[config.mk]
export PLATFORM = sky130hd
export DESIGN_NAME = rs_7_5_decoder_pipe_flat
export DESIGN_NICKNAME = d
export VERILOG_FILES = /design/src/rtl/lpgbt_rs_pkg.sv /design/src/rtl/rs_7_5_decoder_pipe_if.sv /design/src/rtl/gf8_log.sv /design/src/rtl/rs_7_5_syndrome.sv /design/src/rtl/rs_7_5_decoder_pipe.sv /design/src/flat_wrapper.sv
export SDC_FILE = /design/constraint.sdc
export NUM_CORES = 1
export LEC_CHECK = 0
export CORE_MARGIN = 4
export CORE_UTILIZATION = 54
export CTS_BUF_LIST = sky130_fd_sc_hd__clkbuf_16
export DETAILED_ROUTE_END_ITERATION = 16
export GPL_ROUTABILITY_DRIVEN = 0
export GPL_TIMING_DRIVEN = 0
export PLACE_DENSITY_LB_ADDON = 0.05
export SETUP_SLACK_MARGIN = 0.1
export SLEW_MARGIN = 20
export SYNTH_ARGS = -nofsm -noshare
export SYNTH_HDL_FRONTEND = slang
export SYNTH_SLANG_ARGS = --single-unit
[constraint.sdc]
create_clock -name clk -period 4.6 [get_ports clk]
set_clock_uncertainty 0.2 [all_clocks]
set_input_delay 0.69 -clock clk [delete_from_list [all_inputs] [get_ports clk]]
set_output_delay 0.69 -clock clk [all_outputs]
set_load 0.01 [all_outputs]
[src/rtl/lpgbt_rs_pkg.sv]
// GF(8) arithmetic and RS(7,5) geometry shared by the lpGBT downlink decoder.
// Latency: n/a (types, constants and combinational helper functions only).
// Backpressure: n/a.
//
// Field x^3+x+1 with alpha = 2. Power table: a^0..a^6 = 1,2,4,3,6,7,5.
package lpgbt_rs_pkg;

    localparam int SYM_W  = 3;
    localparam int CW_LEN = 7;
    localparam int CW_W   = SYM_W * CW_LEN;

    localparam logic [3:0] GF8_POLY  = 4'b1011;
    localparam logic [2:0] GF8_ALPHA = 3'd2;

    typedef logic [SYM_W-1:0] sym_t;
    typedef logic [CW_W-1:0]  cw_t;

    // Carry-less multiply, then fold bits 4 and 3 back with the field polynomial.
    function automatic sym_t gf8_mul(input sym_t a, input sym_t b);
        logic [4:0] p;
        p = '0;
        for (int i = 0; i < SYM_W; i++) begin
            if (b[i]) p = p ^ ({2'b00, a} << i);
        end
        if (p[4]) p = p ^ ({1'b0, GF8_POLY} << 1);
        if (p[3]) p = p ^ {1'b0, GF8_POLY};
        return p[2:0];
    endfunction

    // alpha^e for e in 0..6; e = 7 aliases to alpha^0.
    function automatic sym_t gf8_antilog(input logic [2:0] e);
        sym_t r;
        case (e)
            3'd0:    r = 3'd1;
            3'd1:    r = 3'd2;
            3'd2:    r = 3'd4;
            3'd3:    r = 3'd3;
            3'd4:    r = 3'd6;
            3'd5:    r = 3'd7;
            3'd6:    r = 3'd5;
            default: r = 3'd1;
        endcase
        return r;
    endfunction

    // (a - b) mod 7 for operands already in 0..6.
    function automatic logic [2:0] sub7(input logic [2:0] a, input logic [2:0] b);
        logic [3:0] d;
        d = {1'b0, a} - {1'b0, b};
        if (a < b) d = d + 4'd7;
        return d[2:0];
    endfunction

endpackage

[src/rtl/rs_7_5_decoder_pipe_if.sv]
// Codeword stream in, corrected codeword plus status out, valid/ready on both sides.
// Latency: n/a (wiring only).
// Backpressure: out_ready from the sink, in_ready toward the source.
//
// Ports: in_valid/in_ready/in_data (21b), out_valid/out_ready/out_data (21b),
//        out_corrected, out_uncorr, out_err_pos (3b).
//        slave = decoder view, master = source/sink view.
interface rs_7_5_decoder_pipe_if;
    import lpgbt_rs_pkg::*;

    logic  in_valid;
    logic  in_ready;
    cw_t   in_data;
    logic  out_valid;
    logic  out_ready;
    cw_t   out_data;
    logic  out_corrected;
    logic  out_uncorr;
    sym_t  out_err_pos;

    modport slave (
        input  in_valid, in_data, out_ready,
        output in_ready, out_valid, out_data, out_corrected, out_uncorr, out_err_pos
    );

    modport master (
        output in_valid, in_data, out_ready,
        input  in_ready, out_valid, out_data, out_corrected, out_uncorr, out_err_pos
    );
endinterface

[src/rtl/gf8_log.sv]
// Discrete log in GF(8) (alpha = 2); err marks a zero operand, which has no log.
// Latency: 0 (combinational).
// Backpressure: none.
//
// Ports: a (3b) -> res (3b, 0..6), err (1 when a == 0, res forced to 0).
module gf8_log
    import lpgbt_rs_pkg::*;
(
    input  sym_t a,
    output sym_t res,
    output logic err
);

    always_comb begin
        err = (a == '0);
        case (a)
            3'd1:    res = 3'd0;
            3'd2:    res = 3'd1;
            3'd4:    res = 3'd2;
            3'd3:    res = 3'd3;
            3'd6:    res = 3'd4;
            3'd7:    res = 3'd5;
            3'd5:    res = 3'd6;
            default: res = 3'd0;
        endcase
    end

endmodule

[src/rtl/rs_7_5_syndrome.sv]
// Syndromes S1 = r(alpha), S2 = r(alpha^2) of a 21-bit RS(7,5) received word.
// Latency: 0 (combinational).
// Backpressure: none.
//
// Ports: cw (21b received word, symbol i at [3i+2:3i]) -> s1, s2 (3b each).
module rs_7_5_syndrome
    import lpgbt_rs_pkg::*;
(
    input  cw_t  cw,
    output sym_t s1,
    output sym_t s2
);

    always_comb begin
        s1 = '0;
        s2 = '0;
        for (int i = 0; i < CW_LEN; i++) begin
            s1 = s1 ^ gf8_mul(cw[SYM_W*i +: SYM_W], gf8_antilog(3'(i)));
            s2 = s2 ^ gf8_mul(cw[SYM_W*i +: SYM_W], gf8_antilog(3'((2 * i) % 7)));
        end
    end

endmodule

[src/rtl/rs_7_5_decoder_pipe.sv]
// RS(7,5) GF(8) single-symbol corrector: syndrome -> log -> correct, with event counters.
// Latency: 3 cycles from input handshake to out_valid when not stalled.
// Backpressure: whole pipe freezes while out_valid & !out_ready; in_ready mirrors that.
//
// Ports: clk, rst_n (sync, active low); bus (slave modport: in_*/out_* stream);
//        cnt_clr (sync clear); cnt_corrected, cnt_uncorr (CNT_W, saturating).
module rs_7_5_decoder_pipe
    import lpgbt_rs_pkg::*;
#(
    parameter int CNT_W = 16
) (
    input  logic                  clk,
    input  logic                  rst_n,
    rs_7_5_decoder_pipe_if.slave  bus,
    input  logic                  cnt_clr,
    output logic [CNT_W-1:0]      cnt_corrected,
    output logic [CNT_W-1:0]      cnt_uncorr
);

    logic adv;
    assign adv        = !(bus.out_valid && !bus.out_ready);
    assign bus.in_ready = adv;

    // Stage A: syndromes
    sym_t syn_s1, syn_s2;
    logic a_vld;
    cw_t  a_data;
    sym_t a_s1, a_s2;

    rs_7_5_syndrome u_syn (
        .cw (bus.in_data),
        .s1 (syn_s1),
        .s2 (syn_s2)
    );

    // Stage B: logs and zero flags
    sym_t l1, l2;
    logic z1, z2;
    logic b_vld;
    cw_t  b_data;
    sym_t b_l1, b_l2;
    logic b_z1, b_z2;

    gf8_log u_log1 (.a(a_s1), .res(l1), .err(z1));
    gf8_log u_log2 (.a(a_s2), .res(l2), .err(z2));

    // Stage C decision. For a single error e at position p: L1 = log e + p,
    // L2 = log e + 2p, so p = L2 - L1 and log e = L1 - p (all mod 7).
    sym_t c_p, c_v, c_pos;
    cw_t  c_data;
    logic c_corr, c_unc;

    always_comb begin
        c_p    = sub7(b_l2, b_l1);
        c_v    = gf8_antilog(sub7(b_l1, c_p));
        c_data = b_data;
        c_corr = 1'b0;
        c_unc  = 1'b0;
        c_pos  = '0;
        if (!b_z1 && !b_z2) begin
            c_data = b_data ^ (cw_t'(c_v) << (SYM_W * c_p));
            c_corr = 1'b1;
            c_pos  = c_p;
        end else if (b_z1 != b_z2) begin
            c_unc  = 1'b1;
        end
    end

    always_ff @(posedge clk) begin
        if (!rst_n) begin
            a_vld             <= 1'b0;
            a_data            <= '0;
            a_s1              <= '0;
            a_s2              <= '0;
            b_vld             <= 1'b0;
            b_data            <= '0;
            b_l1              <= '0;
            b_l2              <= '0;
            b_z1              <= 1'b0;
            b_z2              <= 1'b0;
            bus.out_valid     <= 1'b0;
            bus.out_data      <= '0;
            bus.out_corrected <= 1'b0;
            bus.out_uncorr    <= 1'b0;
            bus.out_err_pos   <= '0;
        end else if (adv) begin
            a_vld  <= bus.in_valid;
            a_data <= bus.in_data;
            a_s1   <= syn_s1;
            a_s2   <= syn_s2;
            b_vld  <= a_vld;
            b_data <= a_data;
            b_l1   <= l1;
            b_l2   <= l2;
            b_z1   <= z1;
            b_z2   <= z2;
            bus.out_valid <= b_vld;
            // Output fields only move on real words so idle outputs keep their last value.
            if (b_vld) begin
                bus.out_data      <= c_data;
                bus.out_corrected <= c_corr;
                bus.out_uncorr    <= c_unc;
                bus.out_err_pos   <= c_pos;
            end
        end
    end

    logic out_hs;
    assign out_hs = bus.out_valid && bus.out_ready;

    always_ff @(posedge clk) begin
        if (!rst_n || cnt_clr) begin
            cnt_corrected <= '0;
            cnt_uncorr    <= '0;
        end else begin
            if (out_hs && bus.out_corrected && (cnt_corrected != '1))
                cnt_corrected <= cnt_corrected + CNT_W'(1);
            if (out_hs && bus.out_uncorr && (cnt_uncorr != '1))
                cnt_uncorr <= cnt_uncorr + CNT_W'(1);
        end
    end

endmodule

[src/flat_wrapper.sv]
// flat-port wrapper written by rule: the top's interface ports become plain ports
module rs_7_5_decoder_pipe_flat import lpgbt_rs_pkg::*;
#(
    parameter int CNT_W = 16
)
  (clk, rst_n, cnt_clr, cnt_corrected, cnt_uncorr, bus_in_valid, bus_in_data, bus_out_ready, bus_in_ready, bus_out_valid, bus_out_data, bus_out_corrected, bus_out_uncorr, bus_out_err_pos);
  rs_7_5_decoder_pipe_if bus_i ();
  input  logic clk;
  input  logic rst_n;
  input  logic cnt_clr;
  output logic [CNT_W-1:0] cnt_corrected;
  output logic [CNT_W-1:0] cnt_uncorr;
  input wire logic [$bits(bus_i.in_valid)-1:0] bus_in_valid;
  input wire logic [$bits(bus_i.in_data)-1:0] bus_in_data;
  input wire logic [$bits(bus_i.out_ready)-1:0] bus_out_ready;
  output wire logic [$bits(bus_i.in_ready)-1:0] bus_in_ready;
  output wire logic [$bits(bus_i.out_valid)-1:0] bus_out_valid;
  output wire logic [$bits(bus_i.out_data)-1:0] bus_out_data;
  output wire logic [$bits(bus_i.out_corrected)-1:0] bus_out_corrected;
  output wire logic [$bits(bus_i.out_uncorr)-1:0] bus_out_uncorr;
  output wire logic [$bits(bus_i.out_err_pos)-1:0] bus_out_err_pos;
  assign bus_i.in_valid = bus_in_valid;
  assign bus_i.in_data = bus_in_data;
  assign bus_i.out_ready = bus_out_ready;
  assign bus_in_ready = bus_i.in_ready;
  assign bus_out_valid = bus_i.out_valid;
  assign bus_out_data = bus_i.out_data;
  assign bus_out_corrected = bus_i.out_corrected;
  assign bus_out_uncorr = bus_i.out_uncorr;
  assign bus_out_err_pos = bus_i.out_err_pos;
  rs_7_5_decoder_pipe #(.CNT_W(CNT_W)) u_core (.clk(clk), .rst_n(rst_n), .bus(bus_i), .cnt_clr(cnt_clr), .cnt_corrected(cnt_corrected), .cnt_uncorr(cnt_uncorr));
endmodule
==> impl_metrics.json, run 1 <==
{
  "hpwl_um": 10900,
  "yosysTopAreaCell": "dfxtp_1",
  "min-delay-start": "u_core.bus.out_data[11]",
  "worstReg2RegEnd": "u_core.bus.out_data[9]",
  "drt-pass1-iter-count": 8,
  "crit_path_end_kind": "flip-flop",
  "peakVddDrop_uv": 714.0,
  "seq_area_frac_synth_pct": 40.70,
  "synth_area_um2": 5754,
  "crit_type": "reg2reg",
  "final_nets": 841,
  "cts_sinks": 117,
  "clkTransAtPathRegs_ns": 0.05,
  "synth_cell_types": 51,
  "cp_top_family": "simple AND/OR/NAND/NOR gates",
  "root_buffer": "clkbuf_16",
  "fillCellCount": 845,
  "yosys.area_share.simple_pct": 24.07,
  "layout_min_cycle_time_ns": 4.257,
  "drive_gt1_share_pct": 7.721,
  "max_freq_ghz": 0.2349,
  "grt_pass1_wl_um": 24050,
  "grt_pass1_vias": 5094,
  "grt_remaining_overflow": 0,
  "netlist_top_cells_area": "dfxtp_1 (41%), nand2_1 (9.3%), xnor2_1 (7.3%)",
  "synthCells": 690,
  "yosysTopAreaCellShare_pct": 40.70,
  "drc_errors": 0,
  "synth_mux_area_share_pct": 3.392,
  "p_comb_share_pct": 55.2,
  "clockBufferDepth": 2,
  "worst_pin_slew_ns": 0.5742,
  "synth_compound_area_share_pct": 13.26,
  "core_area_um2": 10370,
  "cp_num_buf_inv": 4,
  "cp.depth": 17,
  "p_seq_share_pct": 19.5,
  "cts-hold-fix-buffers": 0,
  "ys_ff_latch": 117,
  "min_path_type": "reg2reg",
  "path_cells": "clkbuf_4, inv_1, ha_1, nand2b_4, o2bb2ai_4, nand2_1, xor2_2, inv_1, ha_2, or2_2, a221oi_4, nor2_2, or4_1, o221ai_4, buf_12, mux2i_1, nand2_1",
  "p_per_area_nw_per_um2": 788.1,
  "holdPathEnd": "u_core.bus.out_data[11]",
  "track_usage_pct": 23.52,
  "htreeDepth": 4,
  "status": "complete, no violations",
  "cts_tree": "yes",
  "cp_slowest_cell": "or4_1",
  "wl_per_cell_um": 15.55,
  "synth_xor_area_share_pct": 12.87,
  "synth_flop_cell": "dfxtp_1",
  "r2r_setup_slack_ns": 0.34,
  "fin_util_pct": 73.42,
  "cp.arrival_ns": 4.35,
  "final_cell_mix": "nand2_1 (142), dfxtp_1 (117), clkdlybuf4s50_1 (85)",
  "area_delta_synth_final_pct": 32.31,
  "drt-total-wl_um": 14810,
  "ys_async_sr_fraction_pct": 0,
  "finalSetupViolations": 0,
  "drt-initial-drc-count": 332,
  "hold_slack_ns": 0.2528,
  "via_count": 5266,
  "worstSetupStartpointType": "flip-flop",
  "die_h_um": 111.2,
  "power_frac_clock_pct": 25.4,
  "n_antenna_cell": 0,
  "insertion_delay_ns": 0.41,
  "path_max_fanout": 8,
  "final_common_cell": "nand2_1",
  "slowest_delay_ns": 0.55,
  "syn_area_per_cell_um2": 8.340,
  "hold_viol_final": 0,
  "synth_edf_count": 0,
  "p_int_uw": 3687,
  "row_count": 37,
  "antenna_left": 0,
  "fin_crit_sh_pct": 92.55,
  "slew_headroom_pct": 61.72,
  "leakagePower_uw": 0.002868,
  "cts_buffers": 17,
  "ios": 86,
  "die_width_um": 111.2,
  "initial_core_util_pct": 55.49,
  "grt_max_degree": 17,
  "yosysWarnings": 0,
  "p_switching_uw": 2313,
  "rr_startpoint": "u_core.b_l1[1]",
  "worstPathRequired_ns": 4.70,
  "dieArea_um2": 12370,
  "worstRegToRegCells": 17,
  "synth_fa_ha_area_share_pct": 2.740,
  "io_buffers": 85,
  "antenna_found_initial": 0,
  "via_per_inst": 5.532,
  "synth_nets": 728,
  "synth_top_family_by_area": "simple AND/OR/NAND/NOR gates",
  "max-cap-violations": 0,
  "finalSetupTns_ns": 0,
  "worstSetupStartpoint": "u_core.b_l1[1]",
  "swShare_pct": 38.55,
  "holdPathStages": 2,
  "rsz0062_at_grt": "false",
  "report.final.slew_viol_count": 0
}
-- worst reg2reg max path, stage by stage, from the launching register on --
cell	delay, ns
dfxtp_1	0.35
clkbuf_4	0.20
inv_1	0.10
ha_1	0.31
nand2b_4	0.11
o2bb2ai_4	0.20
nand2_1	0.15
xor2_2	0.21
inv_1	0.13
ha_2	0.33
or2_2	0.34
a221oi_4	0.29
nor2_2	0.14
or4_1	0.55
o221ai_4	0.10
buf_12	0.16
mux2i_1	0.20
nand2_1	0.06
-- through the flow --
stage	power, uW	area [um^2]	setup WS, ns	instances
5_1_grt	6281	7614	0.07006	952
3_5_place_dp	3981	6775	0.01942	911
3_3_place_gp	3919	6775	0.1547	911
6_report	6000	7614	0.3428	952
4_1_cts	5523	7468	0.1202	943
2_1_floorplan	3412	5754	0.5564	690
-- synthesized netlist by cell type, drive strengths merged, types with 11 or more instances --
| cell | n |
|---|---|
| a22oi | 14 |
| nor4 | 17 |
| a21oi | 61 |
| clkbuf | 28 |
| xnor2 | 48 |
| ha | 11 |
| o21ai | 11 |
| xor2 | 34 |
| nand3 | 23 |
| inv | 14 |
| nor3 | 11 |
| nand2 | 142 |
| dfxtp | 117 |
| nor2 | 50 |
| and3 | 22 |
| mux2i | 18 |
-- area by class of cell --
cell class	instances	area (um^2)	share of cell area (%)
multi-input combinational	528	3312	43.50
sequential	117	2342	30.76
timing repair buffer	94	930.9	12.23
clock buffer	17	425.4	5.588
clock inverter	15	260.3	3.418
tap	136	170.2	2.235
buffer	31	120.1	1.578
inverter	14	52.55	0.6902
-- metal layers --
| layer | vias to the layer above | wire length [um] | global-route usage, % | share of wire, % |
|---|---|---|---|---|
| met1 | 2446 | 6102 | 27.17 | 41 |
| met4 | 0 | 368 | 10.79 | 2.5 |
| met5 | - | 0 | 0 | 0 |
| met3 | 29 | 793 | 4.476 | 5.4 |
| li1 | 2611 | - | - | - |
| met2 | 180 | 7544 | 41.82 | 51 |
-- registers in the layout, summed over array words and instances (netlist names), 3 cells and up --
register                count
u_core.cnt_corrected       16
u_core.bus.out_data        21
u_core.b_l1                 3
u_core.a_s2                 3
u_core.cnt_uncorr          16
u_core.b_l2                 3
u_core.bus.out_err_pos      3
u_core.a_data              21
u_core.b_data              21
u_core.a_s1                 3
-- power by group through the flow --
stage | logic, uW | registers (uW) | clock network, uW
after floorplan | 2230 | 1180 | 0
after global placement | 2740 | 1180 | 0
after detailed placement | 2790 | 1190 | 0
after CTS | 2820 | 1170 | 1540
after global routing | 3520 | 1180 | 1590
final | 3310 | 1170 | 1520
-- kinds of logic (layout without fill, tap and decap cells) --
group | after synthesis | after routing
adder cells (fa/ha/maj) | 12 | 12
XOR/XNOR | 83 | 83
multiplexers | 19 | 19
AND/OR/NAND/NOR | 301 | 301
buffers and inverters | 45 | 171
flip-flops | 117 | 117
AO/OA/AOI/OAI | 113 | 113
-- timing repair --
action | in CTS | in global routing
gates resized for setup | 1 | 11
setup buffers | 0 | 9
cloned | 0 | 0
hold endpoints to repair | 0 | 0
endpoints found under the setup margin | 13 | 21
pin swaps | 0 | 2
-- worst max path at each step --
stage | end | slack [ns]
finish | u_core.bus.out_data[9] | 0.34
global route | u_core.bus.out_data[9] | 0.07
CTS | u_core.bus.out_data[9] | 0.12
detailed placement | u_core.bus.out_data[9] | 0.02
global placement | u_core.bus.out_data[0] | 0.15
floorplan | u_core.bus.out_data[0] | 0.56
Note: power is estimated with default switching activity, not from simulation.
==> run 2, diff against run 1 <==
--- a/config.mk
+++ b/config.mk
@@ -5,8 +5,9 @@
 export SDC_FILE = /design/constraint.sdc
 export NUM_CORES = 1
 export LEC_CHECK = 0
+export ABC_CLOCK_PERIOD_IN_PS = 4600
 export CORE_MARGIN = 4
-export CORE_UTILIZATION = 54
+export CORE_UTILIZATION = 50
 export CTS_BUF_LIST = sky130_fd_sc_hd__clkbuf_16
 export DETAILED_ROUTE_END_ITERATION = 16
 export GPL_ROUTABILITY_DRIVEN = 0
@@ -16,4 +17,5 @@
 export SLEW_MARGIN = 20
 export SYNTH_ARGS = -nofsm -noshare
 export SYNTH_HDL_FRONTEND = slang
+export SYNTH_HIERARCHICAL = 1
 export SYNTH_SLANG_ARGS = --single-unit
==> impl_metrics.json, run 2 <==
{
  "worstReg2RegEnd": "u_core/bus.out_data[15]",
  "crit_path_end_kind": "flip-flop",
  "htreeDepth": 4,
  "grt_pass1_wl_um": 24610,
  "layout_min_cycle_time_ns": 4.336,
  "min-delay-start": "u_core/a_data[1]",
  "fin_util_pct": 66.60,
  "area_delta_synth_final_pct": 29.49,
  "via_count": 5275,
  "path_cells": "inv_1, ha_1, fa_1, ha_1, a21oi_1, a41oi_2, xnor2_2, inv_2, ha_4, and3_1, a221o_2, o221a_2, o31ai_4, o211ai_4, mux2_1, o211ai_1",
  "drc_errors": 0,
  "yosysWarnings": 6,
  "max_freq_ghz": 0.2306,
  "netlist_top_cells_area": "dfxtp_1 (40%), nand2_1 (10%), a21oi_1 (6.2%)",
  "grt_max_degree": 17,
  "synth_area_um2": 5923,
  "ys_ff_latch": 117,
  "final_nets": 852,
  "slew_headroom_pct": 32.71,
  "report.final.slew_viol_count": 0,
  "worstPathRequired_ns": 4.72,
  "seq_area_frac_synth_pct": 39.54,
  "cts_buffers": 17,
  "biggestRegsByFlops": "u_core/a_data x21, u_core/b_data x21, u_core/bus.out_data x21",
  "ios": 86,
  "worst_pin_slew_ns": 1.000,
  "grt_remaining_overflow": 0,
  "holdPathStages": 2,
  "row_count": 39,
  "synth_cell_types": 67,
  "final_common_cell": "nand2_1",
  "die_width_um": 116.8,
  "root_buffer": "clkbuf_16",
  "synthCells": 703,
  "synth_nets": 741,
  "drt-total-wl_um": 15210,
  "drt-initial-drc-count": 446,
  "slowest_delay_ns": 0.47,
  "synth_edf_count": 0,
  "post-synth-top-count-cell": "nand2_1",
  "yosysTopAreaCell": "dfxtp_1",
  "path_max_fanout": 8,
  "antenna_found_initial": 0,
  "core_area_um2": 11520,
  "max-cap-violations": 0,
  "cts_sinks": 117,
  "n_antenna_cell": 0,
  "drt-pass1-iter-count": 5,
  "min_path_type": "reg2reg",
  "final_cell_mix": "nand2_1 (162), dfxtp_1 (117), clkdlybuf4s50_1 (85)",
  "clockBufferDepth": 2,
  "p_per_area_nw_per_um2": 782.0,
  "via_per_inst": 5.444,
  "antenna_left": 0,
  "worstSetupStartpoint": "u_core/b_l2[0]",
  "ys_top_cells_by_count": "nand2_1 (162), dfxtp_1 (117), a21oi_1 (73)",
  "grt_pass1_vias": 5133,
  "rr_startpoint": "u_core/b_l2[0]",
  "drive_gt1_share_pct": 8.959,
  "wl_per_cell_um": 15.70,
  "worstRegToRegCells": 16,
  "track_usage_pct": 22.89,
  "r2r_setup_slack_ns": 0.26,
  "dieArea_um2": 13650,
  "die_h_um": 116.8,
  "fillCellCount": 997,
  "rsz0062_at_grt": "false",
  "fin_crit_sh_pct": 94.26,
  "clkTransAtPathRegs_ns": 0.05,
  "holdPathEnd": "u_core/a_data[1]",
  "crit_type": "reg2reg",
  "cp.arrival_ns": 4.46,
  "io_buffers": 85,
  "hpwl_um": 11390,
  "finalSetupViolations": 0,
  "synth_flop_cell": "dfxtp_1",
  "insertion_delay_ns": 0.40,
  "finalSetupTns_ns": 0,
  "cts-hold-fix-buffers": 0,
  "cpMostUsedCell": "ha_1",
  "hold_slack_ns": 0.2537,
  "cp_slowest_cell": "fa_1",
  "cts_tree": "yes",
  "worstSetupStartpointType": "flip-flop",
  "hold_viol_final": 0,
  "ys_async_sr_fraction_pct": 0,
  "peakVddDrop_uv": 620.4,
  "status": "complete, no violations",
  "leakagePower_uw": 0.002839,
  "initial_core_util_pct": 51.43,
  "syn_area_per_cell_um2": 8.426,
  "yosysTopAreaCellShare_pct": 39.54
}
==> run 2: repair_timing <==
action	in CTS	in global routing
setup endpoints to repair	21	21
resized for setup	2	16
pin swaps	2	5
buffers inserted	1	6
==> run 2: cells by family after synthesis <==
group,share of synthesized area (%)
AO/OA/AOI/OAI,15.02
XOR/XNOR,13.39
flip-flops,39.54
AND/OR/NAND/NOR,23.30
multiplexers,2.640
adder cells (fa/ha/maj),2.662
buffers and inverters,3.443
==> run 2: worst max path at each step <==
| stage | end | slack, ns | cells past startpoint |
|---|---|---|---|
| floorplan | u_core/bus.out_data[13] | 0.39 | 16 |
| global placement | u_core/bus.out_data[5] | -0.17 | 16 |
| detailed placement | u_core/bus.out_data[17] | -0.29 | 16 |
| CTS | u_core/bus.out_data[15] | 0.15 | 16 |
| global route | u_core/bus.out_data[15] | 0.08 | 15 |
| finish | u_core/bus.out_data[15] | 0.26 | 16 |
==> run 2: where the power goes <==
part	switching (uW)	leakage (uW)	internal (uW)
Sequential	73.5	0.000955	1100
Combinational	1950	0.00160	1610
Clock	432	0.000288	833
Total	2450	0.00284	3550
==> run 2: layout make-up <==
class / count / area, um^2 / share of cell area [%]
sequential: 117 / 2342 / 30.54
buffer: 32 / 127.6 / 1.664
multi-input combinational: 532 / 3465 / 45.17
clock inverter: 14 / 142.6 / 1.860
clock buffer: 17 / 425.4 / 5.546
tap: 143 / 178.9 / 2.333
timing repair buffer: 92 / 903.4 / 11.78
inverter: 22 / 85.08 / 1.109
==> run 2: worst max-delay path: cells and delay by family, from the launching register on <==
| kind | cells | cell delay, ns |
|---|---|---|
| flip-flops | 1 | 0.33 |
| XOR/XNOR | 1 | 0.20 |
| buffers and inverters | 2 | 0.17 |
| AND/OR/NAND/NOR | 1 | 0.18 |
| adder cells (fa/ha/maj) | 4 | 1.16 |
| multiplexers | 1 | 0.34 |
| AO/OA/AOI/OAI | 7 | 1.68 |
==> run 2: metal layers <==
| metal | track usage (%) | share of wire, % | up-vias |
|---|---|---|---|
| met4 | 6.651 | 0.88 | 0 |
| li1 | - | - | 2625 |
| met2 | 36.78 | 47 | 180 |
| met1 | 31.32 | 46 | 2460 |
| met3 | 4.730 | 6.0 | 10 |
| met5 | 0 | 0 | - |
==> run 2: through the flow <==
step	std cells	setup slack, ns	power, uW	cell area [um^2]
after floorplan	703	0.3924	3460	5923
after global placement	931	-0.1661	4001	6953
after detailed placement	931	-0.2936	4073	6953
after CTS	963	0.1455	5394	7541
after global routing	969	0.08216	6308	7670
final	969	0.2639	5998	7670
==> run 3, diff against run 2 <==
--- a/config.mk
+++ b/config.mk
@@ -12,7 +12,8 @@
 export DETAILED_ROUTE_END_ITERATION = 16
 export GPL_ROUTABILITY_DRIVEN = 0
 export GPL_TIMING_DRIVEN = 0
-export PLACE_DENSITY_LB_ADDON = 0.05
+export MAX_ROUTING_LAYER = met4
+export PLACE_DENSITY_LB_ADDON = 0.12
 export SETUP_SLACK_MARGIN = 0.1
 export SLEW_MARGIN = 20
 export SYNTH_ARGS = -nofsm -noshare
==> impl_metrics.json, run 3 (synthesized netlist as in run 2, its figures left out) <==
{
  "status": "complete, no violations",
  "min-delay-start": "u_core/bus.out_data[6]",
  "htreeDepth": 4,
  "peakVddDrop_uv": 719.7,
  "max-cap-violations": 0,
  "cts_sinks": 117,
  "grt_pass1_wl_um": 24520,
  "cts_buffers": 17,
  "cp_num_buf_inv": 3,
  "hold_viol_final": 0,
  "finalSetupViolations": 0,
  "final_common_cell": "nand2_1",
  "track_usage_pct": 23.46,
  "cp.arrival_ns": 4.45,
  "via_count": 5288,
  "report.final.slew_viol_count": 0,
  "cp_top_family": "adder cells",
  "io_buffers": 85,
  "cts-hold-fix-buffers": 0,
  "crit_type": "reg2reg",
  "min_path_type": "reg2reg",
  "via_per_inst": 5.457,
  "final_nets": 852,
  "area_delta_synth_final_pct": 29.66,
  "core_area_um2": 11520,
  "die_h_um": 116.8,
  "antenna_left": 0,
  "initial_core_util_pct": 51.43,
  "finalSetupTns_ns": 0,
  "worstSetupStartpoint": "u_core/b_l2[0]",
  "ios": 86,
  "path_max_fanout": 7,
  "grt_pass1_vias": 5078,
  "cts_tree": "yes",
  "worstReg2RegEnd": "u_core/bus.out_data[0]",
  "n_antenna_cell": 0,
  "rr_startpoint": "u_core/b_l2[0]",
  "crit_path_end_kind": "flip-flop",
  "holdPathStages": 2,
  "r2r_setup_slack_ns": 0.24,
  "drive_gt1_share_pct": 8.959,
  "slew_headroom_pct": 42.84,
  "clkTransAtPathRegs_ns": 0.05,
  "wl_per_cell_um": 15.85,
  "row_count": 39,
  "leakagePower_uw": 0.002850,
  "fin_crit_sh_pct": 94.83,
  "worst_pin_slew_ns": 0.8495,
  "worstPathRequired_ns": 4.69,
  "antenna_found_initial": 0,
  "worstSetupStartpointType": "flip-flop",
  "grt_remaining_overflow": 0,
  "grt_max_degree": 17,
  "die_width_um": 116.8,
  "drt-initial-drc-count": 450,
  "p_per_area_nw_per_um2": 789.0,
  "slowest_delay_ns": 0.46,
  "biggestRegsByFlops": "u_core/a_data x21, u_core/b_data x21, u_core/bus.out_data x21",
  "worstRegToRegCells": 16,
  "cp_slowest_cell": "fa_1",
  "final_cell_mix": "nand2_1 (162), dfxtp_1 (117), clkdlybuf4s50_1 (85)",
  "layout_min_cycle_time_ns": 4.362,
  "drc_errors": 0,
  "dpl_cell_area_um2": 6953,
  "path_cells": "inv_1, ha_1, fa_1, ha_1, a21oi_1, xnor2_1, ha_2, inv_1, ha_4, nor2_2, o221a_2, o31ai_4, o211ai_4, buf_4, mux2i_1, nand2_1",
  "rsz0062_at_grt": "false",
  "clockBufferDepth": 2,
  "holdPathEnd": "u_core/bus.out_data[6]",
  "hpwl_um": 11390,
  "final_area_um2": 7680,
  "insertion_delay_ns": 0.41,
  "drt-total-wl_um": 15360,
  "drt-pass1-iter-count": 5,
  "dieArea_um2": 13650,
  "root_buffer": "clkbuf_16",
  "max_freq_ghz": 0.2292
}
## run 3: metal layers
layer  track usage [%]  wire length, um  vias up  part of all wire, %
li1                  -                -     2634                    -
met1             30.56             7148     2492                   47
met2             36.29             7212      144                   47
met3             6.015              808       18                  5.3
met4             6.728              191        0                  1.2
met5                 -                0        -                    0
## run 3: area by class of cell
cell class | instances | area, um^2
plain buffers | 32 | 123.9
repair buffers | 92 | 903.4
clock inverters | 14 | 168.9
clock buffers | 17 | 425.4
multi-input cells | 532 | 3455
flip-flops and latches | 117 | 2342
well taps | 143 | 178.9
fillers | 972 | 3836
inverters | 22 | 82.58
## run 3: where the power goes
part / switching [uW] / internal, uW
logic: 1950 / 1610
clock network: 442 / 888
registers: 72.4 / 1100
total: 2460 / 3600
## run 3: per-stage QoR
stage          setup WS, ns  hold WS [ns]  utilization (%)  std cells  total power (uW)
2_1_floorplan        0.3924        0.2319                -        703              3460
3_3_place_gp        -0.1555        0.2363            60.38        931              3991
3_5_place_dp        -0.2667        0.2416            60.38        931              4070
4_1_cts              0.1125        0.2511            65.71        963              5464
5_1_grt             0.06583        0.2671            66.69        969              6356
6_report             0.2379        0.2482            66.69        969              6059
## run 3: worst max-delay path by stage
stage	slack (ns)	endpoint	cells after the start
6_report	0.24	u_core/bus.out_data[0]	16
5_1_grt	0.07	u_core/bus.out_data[0]	19
4_1_cts	0.11	u_core/bus.out_data[15]	16
3_5_place_dp	-0.27	u_core/bus.out_data[17]	16
3_3_place_gp	-0.16	u_core/bus.out_data[5]	16
2_1_floorplan	0.39	u_core/bus.out_data[13]	16
## run 3: tightest hold or removal path, cell delays in order, from the launching register on
cell and delay (ns):
dfxtp_1 0.32, nand2_1 0.04, o21ai_0 0.05
## run 3: repair_timing
action	CTS	global route
resized for setup	2	14
buffers inserted	1	6
endpoints found under the setup margin	21	21
pin swaps	1	5
cloned	0	0
